===== config.mk =====
export PLATFORM = sky130hd
export DESIGN_NAME = stage_sequencer
export DESIGN_NICKNAME = d
export VERILOG_FILES = /design/src/rtl/stage_sequencer.sv
export SDC_FILE = /design/constraint.sdc
export NUM_CORES = 1
export LEC_CHECK = 0
export ABC_AREA = 0
export BUFFER_PORTS_ARGS = -buffer_cell sky130_fd_sc_hd__buf_2
export CAP_MARGIN = 20
export CORE_MARGIN = 5
export CORE_UTILIZATION = 32
export CTS_CLUSTER_DIAMETER = 80
export CTS_CLUSTER_SIZE = 28
export DETAILED_ROUTE_END_ITERATION = 8
export SETUP_SLACK_MARGIN = 0.2
export SYNTH_ARGS = -nofsm -noshare
export SYNTH_HDL_FRONTEND = slang
export SYNTH_SLANG_ARGS = --single-unit
export TNS_END_PERCENT = 5

===== constraint.sdc =====
create_clock -name CLK -period 3 [get_ports CLK]
set_clock_uncertainty 0.15 [all_clocks]
set_input_delay 0.6 -clock CLK [delete_from_list [all_inputs] [get_ports CLK]]
set_output_delay 0.6 -clock CLK [all_outputs]
set_load 0.02 [all_outputs]

===== src/rtl/stage_sequencer.sv =====
// Multi-cycle IF/ID/EX/MEM/WB stage sequencer with memory ready handshakes,
// bus-timeout detection, HALT handling and a retired-instruction counter.
module stage_sequencer #(
    parameter int WAIT_MAX = 16,
    parameter int CNT_W    = 32
) (
    input  logic             CLK,
    input  logic             RESET,
    input  logic             START,
    input  logic             IM_RDY,
    input  logic             DM_RDY,
    input  logic             MEM_RD,
    input  logic             MEM_WR,
    input  logic             RB_WR,
    input  logic             HALT_REQ,
    output logic [2:0]       STAGE,
    output logic             IM_REQ,
    output logic             W_IR,
    output logic             DM_REQ,
    output logic             DM_WE,
    output logic             W_RB,
    output logic             W_PC,
    output logic             BUS_ERR,
    output logic [CNT_W-1:0] INSTR_CNT
);

    localparam logic [2:0] S_IDLE = 3'd0;
    localparam logic [2:0] S_IF   = 3'd1;
    localparam logic [2:0] S_ID   = 3'd2;
    localparam logic [2:0] S_EX   = 3'd3;
    localparam logic [2:0] S_MEM  = 3'd4;
    localparam logic [2:0] S_WB   = 3'd5;
    localparam logic [2:0] S_HALT = 3'd6;

    localparam int             WCW       = (WAIT_MAX > 2) ? $clog2(WAIT_MAX) : 1;
    localparam logic [WCW-1:0] WAIT_LAST = WCW'(WAIT_MAX - 1);

    logic [2:0]       stage_q,   stage_d;
    logic [WCW-1:0]   waitCnt_q, waitCnt_d;
    logic             memRd_q,   memRd_d;
    logic             memWr_q,   memWr_d;
    logic             rbWr_q,    rbWr_d;
    logic             busErr_q,  busErr_d;
    logic             imReq_q,   imReq_d;
    logic             wIr_q,     wIr_d;
    logic             dmReq_q,   dmReq_d;
    logic             dmWe_q,    dmWe_d;
    logic             wRb_q,     wRb_d;
    logic             wPc_q,     wPc_d;
    logic [CNT_W-1:0] cnt_q,     cnt_d;
    logic             haltRetire;

    always_comb begin
        stage_d    = stage_q;
        memRd_d    = memRd_q;
        memWr_d    = memWr_q;
        rbWr_d     = rbWr_q;
        busErr_d   = busErr_q;
        wIr_d      = 1'b0;
        haltRetire = 1'b0;

        case (stage_q)
            S_IDLE: begin
                if (START) begin
                    stage_d = S_IF;
                end
            end
            S_IF: begin
                // A ready on the last allowed wait cycle takes priority over the timeout.
                if (IM_RDY) begin
                    stage_d = S_ID;
                    wIr_d   = 1'b1;
                end else if (waitCnt_q == WAIT_LAST) begin
                    stage_d  = S_HALT;
                    busErr_d = 1'b1;
                end
            end
            S_ID: begin
                memRd_d = MEM_RD;
                memWr_d = MEM_WR;
                rbWr_d  = RB_WR;
                if (HALT_REQ) begin
                    stage_d    = S_HALT;
                    haltRetire = 1'b1;
                end else begin
                    stage_d = S_EX;
                end
            end
            S_EX: begin
                stage_d = (memRd_q || memWr_q) ? S_MEM : S_WB;
            end
            S_MEM: begin
                if (DM_RDY) begin
                    stage_d = S_WB;
                end else if (waitCnt_q == WAIT_LAST) begin
                    stage_d  = S_HALT;
                    busErr_d = 1'b1;
                end
            end
            S_WB: begin
                stage_d = S_IF;
            end
            S_HALT: begin
                if (START) begin
                    stage_d  = S_IF;
                    busErr_d = 1'b0;
                end
            end
            default: begin
                stage_d = S_IDLE;
            end
        endcase
    end

    // The wait counter only runs while a memory handshake is pending.
    always_comb begin
        waitCnt_d = '0;
        if ((stage_d == stage_q) && ((stage_q == S_IF) || (stage_q == S_MEM))) begin
            waitCnt_d = waitCnt_q + 1'b1;
        end
    end

    // Outputs are decoded from the next state so they line up with STAGE once registered.
    always_comb begin
        imReq_d = (stage_d == S_IF);
        dmReq_d = (stage_d == S_MEM);
        dmWe_d  = (stage_d == S_MEM) && memWr_q;
        wRb_d   = (stage_d == S_WB) && rbWr_q && !memWr_q;
        wPc_d   = (stage_d == S_WB) || haltRetire;
        cnt_d   = wPc_d ? (cnt_q + 1'b1) : cnt_q;
    end

    always_ff @(posedge CLK or negedge RESET) begin
        if (!RESET) begin
            stage_q   <= S_IDLE;
            waitCnt_q <= '0;
            memRd_q   <= 1'b0;
            memWr_q   <= 1'b0;
            rbWr_q    <= 1'b0;
            busErr_q  <= 1'b0;
            imReq_q   <= 1'b0;
            wIr_q     <= 1'b0;
            dmReq_q   <= 1'b0;
            dmWe_q    <= 1'b0;
            wRb_q     <= 1'b0;
            wPc_q     <= 1'b0;
            cnt_q     <= '0;
        end else begin
            stage_q   <= stage_d;
            waitCnt_q <= waitCnt_d;
            memRd_q   <= memRd_d;
            memWr_q   <= memWr_d;
            rbWr_q    <= rbWr_d;
            busErr_q  <= busErr_d;
            imReq_q   <= imReq_d;
            wIr_q     <= wIr_d;
            dmReq_q   <= dmReq_d;
            dmWe_q    <= dmWe_d;
            wRb_q     <= wRb_d;
            wPc_q     <= wPc_d;
            cnt_q     <= cnt_d;
        end
    end

    assign STAGE     = stage_q;
    assign IM_REQ    = imReq_q;
    assign W_IR      = wIr_q;
    assign DM_REQ    = dmReq_q;
    assign DM_WE     = dmWe_q;
    assign W_RB      = wRb_q;
    assign W_PC      = wPc_q;
    assign BUS_ERR   = busErr_q;
    assign INSTR_CNT = cnt_q;

endmodule

==> flow_summary_export.csv <==
group,metric,value,unit
outcome,status,"finished clean",
logic_synthesis,syn_area,2260,µm²
clock_network,path_clk_slew,90,ps
global_routing,grt_max_degree,32,
sta,worst_slew_pin_slew,603.8,ps
die,coreArea,6832,µm²
global_routing,grt_pass1_vias,1705,
clock_network,cts_max_path_buffers,2,
pwr,power,1.791,mW
sta,setup_viol,0,
global_routing,antenna_found_initial,0,
worst_setup_path,end_kind,"flop",
cells_and_area,area_growth_syn_to_layout,19.93,%
clock_network,cts_inserted_buffers,5,
global_routing,grt_remaining_overflow,0,
clock_network,clk_latency,300,ps
clock_network,cts_tree,"done",
logic_synthesis,syn-instance-count,200,
routing,drtPass1Iterations,4,
pwr,p_leak,1.252,nW
cells_and_area,largest_reg_flops,32,
die,ios,51,
sta,finalHoldViolations,0,
die,fp.dieH,94.03,µm
die,dieWidth,94.03,µm
sta,setup_ws,497.4,ps
placed_design,io_buffers,50,
clock_network,root_buffer,"clkbuf_8",
clock_network,cts.htree.levels,2,
logic_synthesis,synth_seq_cells,49,
routing,vias,1690,
placed_design,gp_congestion,0.7600,
pwr,pwr-share-comb,28.6,%
pwr,p_sw,0.6417,mW
clock_network,cts_hold_buf,0,
cells_and_area,fin_nets,266,
cells_and_area,finalNonFillerCells,352,
routing,drc,0,
die,rows,30,
logic_synthesis,syn_area_per_cell,11.30,µm²
worst_setup_path,crit_arrival,2540,ps
pwr,ir_worst_vdd,0.2160,mV
sta,rsz0062_at_grt,"no",
routing,drt_iter0_drc,71,
cells_and_area,nFillCells,706,
cells_and_area,drive_gt1_share,27.73,%
min_path,hp-class,"primary input to async pin",
routing,wl_per_cell,14.14,µm
logic_synthesis,synth_cell_types,42,
placed_design,dp_worst_setup_slack,536.0,ps
sta,relSlewSlack,59.74,%
logic_synthesis,synthArstFlopShare,100.0,%
cells_and_area,num_antenna_cells,0,
logic_synthesis,ys.flop_type,"dfrtp_1",
sta,finalCriticalPeriod,2503,ps
clock_network,post_cts_buffers,0,
sta,slew_viol_final,0,
routing,drtAntennaViolNets,0,
placed_design,dp.final_hpwl,3625,µm
routing,routed_via_density,4.801,
pwr,clkPwrFrac,21.0,%
logic_synthesis,ys_warn_count,0,
logic_synthesis,synth_edf_count,0,
worst_setup_path,critPathMaxFanout,16,
sta,finalSetupTns,0,ps
cells_and_area,fin_util,39.67,%
worst_setup_path,cp_data_required_time,3040,ps
die,initial_utilization,33.08,%
pwr,power.density,660.9,nW/µm²
placed_design,dpl.cell_count,344,
global_routing,grt_pass1_wl,8321,µm
run,drv_cap,0,
pwr,seqPwrFrac,50.3,%
sta,fin_crit_sh,83.42,%
pwr,p_int,1.149,mW
global_routing,track_usage,11.95,%
pwr,power_switching_share,35.83,%
clock_network,post_cts_resized,0,
sta,max_freq,399.6,MHz
worst_setup_path,setup.worst_path.class,"flop to flop",
logic_synthesis,ys_seq_area_share,54.26,%
routing,routed_wl,4977,µm
logic_synthesis,synth_fp_nets,211,
worst_setup_path,critPathLaunchType,"flop",
clock_network,numClockSinks,49,
die,die-area,8842,µm²
worst paths after layout:
path	start	to	slack, ps	cells past startpoint
setup / recovery	STAGE[1]$_DFF_PN0_	INSTR_CNT[31]$_DFFE_PN0P_	500	5
hold / removal	RESET	INSTR_CNT[18]$_DFFE_PN0P_	80	1
setup reg to reg	STAGE[1]$_DFF_PN0_	INSTR_CNT[31]$_DFFE_PN0P_	500	5
hold reg to reg	waitCnt_q[0]$_DFF_PN0_	waitCnt_q[0]$_DFF_PN0_	320	1
max in group asynchronous	RESET	INSTR_CNT[2]$_DFFE_PN0P_	1870	2
min in group CLK	waitCnt_q[0]$_DFF_PN0_	waitCnt_q[0]$_DFF_PN0_	320	1
routing by layer:
layer | routed length [µm] | GRT usage [%] | vias up
met5 | 0 | 0 | -
met4 | 45 | 3.249 | 0
met3 | 304 | 3.766 | 4
met2 | 2355 | 19.57 | 38
met1 | 2272 | 15.19 | 829
li1 | - | - | 819
cells in the mapped netlist, types with 2 or more instances:
master | instances | area (µm²)
and3_1 | 7 | 43.79
a21oi_1 | 8 | 40.04
xor2_1 | 13 | 113.9
ha_1 | 2 | 25.02
nor3b_1 | 4 | 30.03
nor4bb_1 | 2 | 20.02
buf_2 | 2 | 10.01
inv_1 | 4 | 15.01
and4_1 | 2 | 17.52
nor2_1 | 8 | 30.03
clkbuf_1 | 2 | 7.510
nand2_1 | 14 | 52.55
mux2_2 | 4 | 45.04
nor4_1 | 2 | 12.51
nand3_1 | 15 | 75.07
nand2b_1 | 5 | 31.28
nand4_1 | 8 | 50.05
xnor2_1 | 19 | 166.4
dfrtp_1 | 49 | 1226
nor3_1 | 8 | 40.04
area by class of cell:
cell class | instances | area [µm²] | share of cell area [%]
clock buffers | 6 | 72.57 | 2.678
clock inverters | 2 | 10.01 | 0.3693
inverters | 5 | 18.77 | 0.6925
multi-input cells | 142 | 997.2 | 36.80
flip-flops and latches | 49 | 1226 | 45.24
well taps | 96 | 120.1 | 4.432
repair buffers | 52 | 265.3 | 9.788
critical path, cell delays in order, from the launching register on:
cell	delay (ps)
dfrtp_1	650
inv_2	120
o41a_1	570
a21o_1	240
or4_4	530
xnor2_2	140
logic make-up after synthesis:
kind of cell / after synthesis / synth area share [%]
flip-flops: 49 / 54.26
AND/OR/NAND/NOR: 82 / 20.93
XOR/XNOR: 33 / 13.12
AO/OA/AOI/OAI: 21 / 6.978
buffers and inverters: 9 / 1.606
adder cells (fa/ha/maj): 2 / 1.107
multiplexers: 4 / 1.993
metrics by stage:
stage          instance area, µm²  hold slack, ps
3_3_place_gp                 2628           303.8
3_5_place_dp                 2628           322.4
6_report                     2710           78.01
2_1_floorplan                2260           154.4
4_1_cts                      2710           87.13
5_1_grt                      2710           96.75
power groups by stage:
| stage | clock network, mW | logic, mW | registers, mW |
|---|---|---|---|
| floorplan | 0 | 0.300 | 0.963 |
| global placement | 0 | 0.520 | 0.910 |
| detailed placement | 0 | 0.521 | 0.914 |
| CTS | 0.392 | 0.523 | 0.901 |
| global route | 0.425 | 0.568 | 0.924 |
| finish | 0.377 | 0.513 | 0.902 |
layout by cell type (no fill, tap or decap), types with 2 or more instances in the layout:
cell,Yosys,layout
ha_1,2,2
nand2_1,14,14
dfrtp_1,49,49
inv_1,4,4
nor4_1,2,2
nand3_1,15,15
clkbuf_8,0,5
buf_2,2,50
nand4_1,8,8
nor3_1,8,8
a21oi_1,8,8
nand2b_1,5,5
nor3b_1,4,4
buf_4,0,2
xnor2_1,19,19
nor2_1,8,8
and3_1,7,7
mux2_2,4,4
and4_1,2,2
xor2_1,13,13
clkinv_2,0,2
nor4bb_1,2,2
No activity file was read; power rests on OpenSTA's default activity.
